$ cat config.mk
export PLATFORM = sky130hd
export DESIGN_NAME = output_feature_writer
export DESIGN_NICKNAME = d
export VERILOG_FILES = /design/src/rtl/output_feature_writer.sv
export SDC_FILE = /design/constraint.sdc
export NUM_CORES = 1
export LEC_CHECK = 0
export CORE_MARGIN = 2
export CORE_UTILIZATION = 53
export DETAILED_ROUTE_END_ITERATION = 6
export PLACE_DENSITY = 0.82
export SYNTH_ARGS = -nofsm -noshare
export SYNTH_HDL_FRONTEND = slang
export SYNTH_SLANG_ARGS = --single-unit
$ cat constraint.sdc
create_clock -name i_clk -period 2.7 [get_ports i_clk]
set_input_delay 0.27 -clock i_clk [delete_from_list [all_inputs] [get_ports i_clk]]
set_output_delay 0.27 -clock i_clk [all_outputs]
set_load 0.005 [all_outputs]
$ cat src/rtl/output_feature_writer.sv
// Output feature BRAM write-address generator.
// Walks col/row/channel-group of one tile and issues lane-masked writes.
module output_feature_writer #(
    parameter int OUTPUT_CHANNEL_WIDTH      = 8,
    parameter int OUTPUT_ROW_WIDTH          = 6,
    parameter int OUTPUT_COL_WIDTH          = 6,
    parameter int OUTPUT_BRAM_NUM           = 4,
    parameter int OUTPUT_BRAM_DEPTH         = 1152,
    parameter int OUTPUT_BRAM_ADDRESS_WIDTH = $clog2(OUTPUT_BRAM_DEPTH),
    parameter int DATA_WIDTH                = 16
) (
    input  logic                                  i_clk,
    input  logic                                  i_rst_n,
    input  logic                                  i_start,
    input  logic [OUTPUT_ROW_WIDTH-1:0]           i_output_feature_row,
    input  logic [OUTPUT_COL_WIDTH-1:0]           i_output_feature_col,
    input  logic [OUTPUT_CHANNEL_WIDTH-1:0]       i_output_start_index_channel,
    input  logic [OUTPUT_CHANNEL_WIDTH-1:0]       i_output_end_index_channel,
    input  logic                                  i_data_valid,
    output logic                                  o_data_ready,
    input  logic [OUTPUT_BRAM_NUM*DATA_WIDTH-1:0] i_data,
    output logic [OUTPUT_BRAM_NUM-1:0]            o_bram_we,
    output logic [OUTPUT_BRAM_ADDRESS_WIDTH-1:0]  o_bram_addr,
    output logic [OUTPUT_BRAM_NUM*DATA_WIDTH-1:0] o_bram_wdata,
    output logic                                  o_busy,
    output logic                                  o_done
);

    localparam int CW = OUTPUT_CHANNEL_WIDTH;
    localparam int RW = OUTPUT_ROW_WIDTH;
    localparam int KW = OUTPUT_COL_WIDTH;
    localparam int BN = OUTPUT_BRAM_NUM;
    localparam int AW = OUTPUT_BRAM_ADDRESS_WIDTH;
    localparam int DW = BN * DATA_WIDTH;
    localparam int NW = CW + 1;
    localparam int PW = RW + KW;

    typedef enum logic [1:0] {
        S_IDLE,
        S_RUN,
        S_DONE
    } state_t;

    state_t          state_q, state_d;
    logic [RW-1:0]   rows_q, rows_d;
    logic [KW-1:0]   cols_q, cols_d;
    logic [PW-1:0]   plane_q, plane_d;
    logic [RW-1:0]   row_q, row_d;
    logic [KW-1:0]   col_q, col_d;
    logic [NW-1:0]   rem_q, rem_d;
    logic [AW-1:0]   row_base_q, row_base_d;
    logic [AW-1:0]   grp_base_q, grp_base_d;
    logic [BN-1:0]   we_q, we_d;
    logic [AW-1:0]   addr_q, addr_d;
    logic [DW-1:0]   wdata_q, wdata_d;

    logic            accept;
    logic            col_last;
    logic            row_last;
    logic            grp_last;
    logic            degen;
    logic            done;
    logic [NW-1:0]   n_total;
    logic [AW-1:0]   addr_now;
    logic [BN-1:0]   lane_en;

    assign accept   = (state_q == S_RUN) && i_data_valid;
    assign col_last = (col_q == (cols_q - KW'(1)));
    assign row_last = (row_q == (rows_q - RW'(1)));
    assign grp_last = (rem_q <= NW'(BN));
    assign n_total  = NW'(i_output_end_index_channel)
                    - NW'(i_output_start_index_channel) + NW'(1);
    assign degen    = (i_output_feature_row == '0)
                   || (i_output_feature_col == '0)
                   || (i_output_end_index_channel < i_output_start_index_channel);
    assign addr_now = grp_base_q + row_base_q + AW'(col_q);

    // Done only once the final registered write has left the output port
    assign done = (state_q == S_DONE) && (we_q == '0);

    assign o_data_ready = (state_q == S_RUN);
    assign o_busy       = (state_q != S_IDLE) && !done;
    assign o_done       = done;
    assign o_bram_we    = we_q;
    assign o_bram_addr  = addr_q;
    assign o_bram_wdata = wdata_q;

    // Lane k is live while at least k+1 channels remain in this group
    always_comb begin
        lane_en = '0;
        for (int k = 0; k < BN; k++) begin
            lane_en[k] = (rem_q > NW'(k));
        end
    end

    // Tile FSM next-state
    always_comb begin
        state_d = state_q;
        unique case (state_q)
            S_IDLE: begin
                if (i_start) begin
                    state_d = degen ? S_DONE : S_RUN;
                end
            end
            S_RUN: begin
                if (accept && col_last && row_last && grp_last) begin
                    state_d = S_DONE;
                end
            end
            S_DONE: begin
                if (done) begin
                    state_d = S_IDLE;
                end
            end
            default: state_d = S_IDLE;
        endcase
    end

    // Tile geometry latch and incremental col/row/group address walk
    always_comb begin
        rows_d     = rows_q;
        cols_d     = cols_q;
        plane_d    = plane_q;
        row_d      = row_q;
        col_d      = col_q;
        rem_d      = rem_q;
        row_base_d = row_base_q;
        grp_base_d = grp_base_q;
        if ((state_q == S_IDLE) && i_start) begin
            rows_d     = i_output_feature_row;
            cols_d     = i_output_feature_col;
            plane_d    = PW'(i_output_feature_row) * PW'(i_output_feature_col);
            row_d      = '0;
            col_d      = '0;
            rem_d      = n_total;
            row_base_d = '0;
            grp_base_d = '0;
        end else if (accept) begin
            if (col_last) begin
                col_d = '0;
                if (row_last) begin
                    row_d      = '0;
                    row_base_d = '0;
                    grp_base_d = grp_base_q + AW'(plane_q);
                    rem_d      = rem_q - NW'(BN);
                end else begin
                    row_d      = row_q + RW'(1);
                    row_base_d = row_base_q + AW'(cols_q);
                end
            end else begin
                col_d = col_q + KW'(1);
            end
        end
    end

    // Registered write port; addr and data hold between writes
    always_comb begin
        we_d    = '0;
        addr_d  = addr_q;
        wdata_d = wdata_q;
        if (accept) begin
            we_d    = lane_en;
            addr_d  = addr_now;
            wdata_d = i_data;
        end
    end

    // State register
    always_ff @(posedge i_clk or negedge i_rst_n) begin
        if (!i_rst_n) begin
            state_q <= S_IDLE;
        end else begin
            state_q <= state_d;
        end
    end

    // Counter and write-port registers
    always_ff @(posedge i_clk or negedge i_rst_n) begin
        if (!i_rst_n) begin
            rows_q     <= '0;
            cols_q     <= '0;
            plane_q    <= '0;
            row_q      <= '0;
            col_q      <= '0;
            rem_q      <= '0;
            row_base_q <= '0;
            grp_base_q <= '0;
            we_q       <= '0;
            addr_q     <= '0;
            wdata_q    <= '0;
        end else begin
            rows_q     <= rows_d;
            cols_q     <= cols_d;
            plane_q    <= plane_d;
            row_q      <= row_d;
            col_q      <= col_d;
            rem_q      <= rem_d;
            row_base_q <= row_base_d;
            grp_base_q <= grp_base_d;
            we_q       <= we_d;
            addr_q     <= addr_d;
            wdata_q    <= wdata_d;
        end
    end

endmodule

==> run metrics, run 1 <==
status=complete, but fails checks; failing checks=negative hold slack, negative setup slack; Worst setup SP type=input port; Final Non-Filler Cells=1505; dpl cell area=11600 sq um; Sequential Power Share=0.360; CTS Hold Bufs=0; number of flops mapped to enable cells by yosys=0; worst hold slack=-30.9 ps; sw power=2.21 mW; Cells after Synth=1046; Num Clock Sinks=147; Slew headroom=0.486; Port-buffer cells=177; die area=18400 sq um; CP Capture Type=flip-flop; remaining antenna violation count=0; min Tclk post-route=2930 ps; synthesized area=9200 sq um; Synth area leaders=dfrtp_1 (40%), nand2_1 (12%), ha_1 (9.7%), fa_1 (6.3%), o21ai_0 (2.8%); setup violators final=4; die width=136 microns; Synth top cells by count=nand2_1 (303), dfrtp_1 (147), ha_1 (71), inv_1 (69), o21ai_0 (52); number of global-route vias before repair=7965; HPWL Detailed=17700 microns; Final period util=1.08; Top FF cell, synth=dfrtp_1; antenna cell count=0; TritonRoute pass-1 iters=5; internal power=4.81 mW; syn_nets=1242; layout cells sized above 1=0.120; #FFs+latches synth=147; I/O pins=178; initial antenna violation count=0; grt ovf=0; GP Congestion=0.875; Slew Limit Fails=0; crit path kind=input port to flip-flop; via count=8254; Setup WS post-layout=-229 ps; most frequent cell after synthesis=nand2_1; FF-to-FF setup slack=100 ps; cell area after layout=12300 sq um; H-Tree Level Count=4; maximum VDD drop=0.524 mV; sequential cell area=3680 sq um; Critical R2R Launch=row_base_q[2]$_DFFE_PN0P_; Routed WL=23900 microns; RSZ-0062 raised after global routing=yes; sequential share of the synthesized area=0.400; Root Buffer=clkbuf_16; CTS tree=yes; CP Max Fanout=2; share of flip-flops with an asynchronous set or reset=1.00; CTS buffer count=17; Worst R2R End=o_bram_addr[8]$_DFFE_PN0P_; worst-margin pin slew=771 ps; starting DRC count in detailed routing=672; MaxCap Viol Count=0; Mean Syn Cell Area=8.79 sq um; largest net degree at the start of global routing=148; cell row count=48; Starting Density=0.537; Skew-Pair Late Insertion Delay=430 ps; total power per unit cell area=570 nW/um^2; Data arrival, critical path=3240 ps; Clock power frac=0.315; deepest clock path buffer count=2; core area=17100 sq um; Residual DRC=0; R2R depth=8; combinational power share=0.325; area taken by multi-input logic gates=5280 sq um; fillers=1313; Routed wire per std cell=15.9 microns; Layout Skew=7.25 ps; sw frac=0.314; DR vias/cell=5.48; area grow syn2layout=33.8%; Synth area leader=dfrtp_1; Ys Warns=0; final hold violation count=33; placed instance count=1466; Final nets=1463; Total Routing Usage GR=0.265; Placement Setup Slack=-1120 ps; chip height=136 microns; Synth cell types=66; worst hold-check path type=input port to asynchronous set/reset pin; first-pass GRT wire length=38700 microns; fmax=341 MHz; clock transition at the registers of the reported paths=60 ps; CP required=3010 ps; Pleak=6.03 nW; Synth top area share=0.400
area by class of cell:
type / count / area share
Multi-Input combinational cell: 791 / 0.429
Clock inverter: 15 / 0.00986
Inverter: 69 / 0.0210
Sequential cell: 147 / 0.299
Tap cell: 225 / 0.0229
Clock buffer: 17 / 0.0346
Timing Repair Buffer: 241 / 0.183
how the worst max path moves through the flow:
stage	slack (ps)	from	to
after global routing	-340	i_output_feature_row[5]	plane_q[10]$_DFFE_PN0P_
final	-230	i_output_feature_row[5]	plane_q[10]$_DFFE_PN0P_
after floorplan	-400	i_output_feature_row[5]	plane_q[10]$_DFFE_PN0P_
after detailed placement	-1120	i_output_feature_row[2]	plane_q[9]$_DFFE_PN0P_
after global placement	-1030	i_output_feature_row[2]	plane_q[10]$_DFFE_PN0P_
after CTS	-310	i_output_feature_col[2]	plane_q[9]$_DFFE_PN0P_
cells in the final DEF (no fill, tap or decap), drive strengths merged, types with 4 or more instances in the layout:
cell type	instances
nand2	303
clkdlybuf4s50	164
dfrtp	147
inv	76
buf	76
ha	71
o21ai	54
nor2	43
nand3	36
fa	29
a21oi	27
and2	25
xor2	22
xnor2	18
clkbuf	18
nor3	14
or3	11
a21o	11
o211ai	10
a31oi	9
o21a	9
nor4	9
o31ai	9
a211oi	8
nor2b	7
clkinv	7
o21bai	5
o41ai	5
nand3b	4
nand4	4
or4	4
nand2b	4
through the flow:
| step | hold slack [ps] | utilization | TNS, ps | total power, mW |
|---|---|---|---|---|
| global route | 19.5 | 0.719 | -893 | 7.44 |
| global placement | 456 | 0.678 | -5860 | 4.58 |
| detailed placement | 459 | 0.678 | -6240 | 4.65 |
| finish | -30.9 | 0.719 | -423 | 7.02 |
| floorplan | -25.6 | - | -1230 | 3.73 |
| CTS | 2.21 | 0.711 | -877 | 6.90 |
registers in the layout, indices dropped and copies added, names as in the netlist:
| signal | cells |
|---|---|
| cols_q | 6 |
| col_q | 6 |
| rem_q | 9 |
| grp_base_q | 11 |
| row_q | 6 |
| o_bram_addr | 11 |
| plane_q | 11 |
| rows_q | 6 |
| o_bram_we | 4 |
| row_base_q | 11 |
| state_q | 2 |
| o_bram_wdata | 64 |
routing by layer:
| metal | track usage | vias up | wire length, microns |
|---|---|---|---|
| met1 | 0.330 | 3941 | 9620 |
| met5 | 0 | - | 0 |
| met2 | 0.462 | 296 | 12000 |
| li1 | - | 3965 | - |
| met3 | 0.0539 | 52 | 1730 |
| met4 | 0.0868 | 0 | 625 |
what timing repair did:
item,in CTS,in global routing
buffers inserted,2,5
resized for setup,59,33
pin swaps,24,33
endpoints found under the setup margin,7,15
power groups by stage:
stage / combinational [mW] / sequential [mW] / clock (mW)
floorplan: 1.15 / 2.58 / 0
global placement: 2.02 / 2.56 / 0
detailed placement: 2.09 / 2.57 / 0
CTS: 2.13 / 2.53 / 2.24
global route: 2.55 / 2.55 / 2.34
finish: 2.28 / 2.53 / 2.21
critical path, stage by stage:
cell     delay (ps)
buf_6            90
and2_4          150
fa_1            540
inv_1            50
fa_1            460
fa_1            530
inv_2            50
ha_4            210
buf_6           120
a21oi_4         160
o21ai_2          80
o41ai_2         300
xnor2_1         150
o21ai_1          80
logic make-up (layout without fill, tap and decap cells):
group / count (synthesis) / count (layout) / synth area share
multiplexers: 3 / 3 / 0.00340
XOR/XNOR: 41 / 41 / 0.0405
AO/OA/AOI/OAI: 172 / 172 / 0.122
flip-flops: 147 / 147 / 0.400
adder cells (fa/ha/maj): 100 / 100 / 0.160
AND/OR/NAND/NOR: 475 / 475 / 0.228
buffers and inverters: 108 / 342 / 0.0460
(Power assumes the default switching activity.)
==> run 2: changes to the inputs <==
- CTS_CLUSTER_SIZE: unset -> 24
==> results of run 2 <==
Final layout, timing and power as in run 1 (identical DEF).
==> run 3: changes to the inputs <==
- CORE_UTILIZATION: 53 -> 48
- MAX_ROUTING_LAYER: unset -> met4
- PLACE_DENSITY: 0.82 -> 0.79
- clock period: 2.7 -> 2.5 ns (I/O delays scaled with it)
==> run metrics, run 3 (same netlist as run 1, synthesis figures left out) <==
status=complete, but fails checks; failing checks=negative setup slack; CP Capture Type=flip-flop; crit path kind=input port to flip-flop; total power per unit cell area=644 nW/um^2 (+13%); remaining antenna violation count=0 (unchanged); cell row count=50 (+4.2%); CTS buffer count=17 (unchanged); die width=142 microns (+4.9%); Slew Limit Fails=0 (unchanged); max reg flops=64 (unchanged); min Tclk post-route=2910 ps; via count=8267 (+0.16%); core area=18800 sq um (+9.6%); setup violators final=6 (+2); final hold violation count=0 (-100%); CP required=2810 ps (-200 ps); Pwr Total=8.18 mW (+17%); CP Max Fanout=3 (+1); commonest non-fill, non-tap cell in the layout=nand2_1; fmax=343 MHz; FF-to-FF setup slack=20 ps (-80 ps); number of global-route vias before repair=7990 (+0.31%); placed instance count=1496 (+2.0%); grt ovf=0 (unchanged); Total Routing Usage GR=0.250 (-0.0150); Root Buffer=clkbuf_16; Layout Skew=8.54 ps (+1.29 ps); Final Non-Filler Cells=1542 (+2.5%); Worst setup SP type=input port; deepest clock path buffer count=2 (unchanged); Routed wire per std cell=16.0 microns (+0.45%); Data arrival, critical path=3230 ps (about the same); maximum VDD drop=0.485 mV (-7.4%); DR vias/cell=5.36 (-2.2%); Num Clock Sinks=147 (unchanged); Placement Setup Slack=-1250 ps (-132 ps); layout cells sized above 1=0.139 (+0.0196); RSZ-0062 raised after global routing=yes; Slew headroom=0.579 (+0.0926); Setup WS post-layout=-412 ps (-183 ps); Port-buffer cells=177 (unchanged); starting DRC count in detailed routing=663 (-1.3%); Final nets=1491 (+1.9%); I/O pins=178 (unchanged); chip height=142 microns (+4.9%); MaxCap Viol Count=0 (unchanged); Residual DRC=0 (unchanged); Routed WL=24600 microns (+2.9%); die area=20300 sq um (+10%); antenna cell count=0 (unchanged); Pleak=6.23 nW (+3.3%); Post-Route Utilization=0.677 (-0.0421); area grow syn2layout=38.1%; CTS tree=yes; commonest cells after routing, fill and taps aside=nand2_1 (299), clkdlybuf4s50_1 (164), dfrtp_1 (147); dpl cell area=11800 sq um (+1.7%); worst hold-check path type=input port to flip-flop; Skew-Pair Late Insertion Delay=430 ps (about the same); GP Congestion=0.920 (+5.1%); TritonRoute pass-1 iters=5 (unchanged); clock transition at the registers of the reported paths=70 ps (about the same); H-Tree Level Count=4 (unchanged); worst-margin pin slew=626 ps (-145 ps); Final period util=1.16; initial antenna violation count=0 (unchanged); HPWL Detailed=18000 microns (+1.9%); largest net degree at the start of global routing=73 (-51%); cell area after layout=12700 sq um (+3.2%); first-pass GRT wire length=39200 microns (+1.4%); Starting Density=0.490 (-0.0473)
==> run 3: cell count changes in the layout (fill, tap and decap cells not counted), moves of 3 or more <==
cell       previous run  this run
o21ai_0              45        42
bufinv_16             0         4
clkinv_4              4         0
ha_4                  7         3
buf_4                64        80
clkinv_2              3         0
inv_8                 1         5
buf_6                 7        11
==> run 3: critical path, stage by stage <==
cell	delay [ps]
buf_8	100
and2_4	150
fa_1	560
inv_2	50
fa_1	500
fa_1	530
inv_2	50
ha_4	230
buf_6	120
a21oi_4	150
o21ai_2	80
o41ai_2	230
xnor2_1	160
o21ai_1	70
==> run 3: layer usage <==
metal	vias to the layer above	wire length, microns	global-route usage
li1	4042	-	-
met1	3903	10100	0.299
met2	291	12400	0.430
met3	31	1660	0.0505
met4	0	473	0.0761
met5	-	0	-
==> run 3: repair_timing <==
action                     in CTS  in global routing
gates cloned                    0                  1
gates resized for setup        62                 32
hold endpoints to repair       57                  0
buffers inserted                6                  7
pin swaps                      31                 25
hold buffers                    1                  0
setup endpoints to repair      13                 32
==> run 3: final timing paths <==
kind	end	depth (start not counted)	start
worst max-delay path	plane_q[10]$_DFFE_PN0P_	14	i_output_feature_col[0]
worst min-delay path	rows_q[3]$_DFFE_PN0P_	4	i_output_feature_row[3]
worst max register to register	o_bram_addr[9]$_DFFE_PN0P_	11	col_q[1]$_DFFE_PN0P_
worst min register to register	o_bram_wdata[33]$_DFFE_PN0P_	2	o_bram_wdata[33]$_DFFE_PN0P_
max in group asynchronous	o_bram_addr[10]$_DFFE_PN0P_	3	i_rst_n
min in group asynchronous	o_bram_wdata[9]$_DFFE_PN0P_	2	i_rst_n
==> run 3: stage by stage <==
stage / hold WS, ps / setup TNS [ps]
CTS: 149 / -1850
global placement: 258 / -7380
floorplan: -45.6 / -2210
detailed placement: 261 / -8310
finish: 152 / -1660
global route: 166 / -2470
==> run 3: power by group <==
part           switching (mW)  total [mW]  internal [mW]  leakage (nW)
registers               0.149        2.73           2.58          1.87
logic                    1.21        2.59           1.38          4.03
clock network            1.14        2.86           1.73         0.321
==> run 3: cell type report <==
type,instances,area (sq um)
timing repair buffer,268,2490
sequential,147,3680
fill,1451,6060
clock buffer,17,425
clock inverter,15,235
tap,234,293
multi-input combinational,792,5320
inverter,69,259
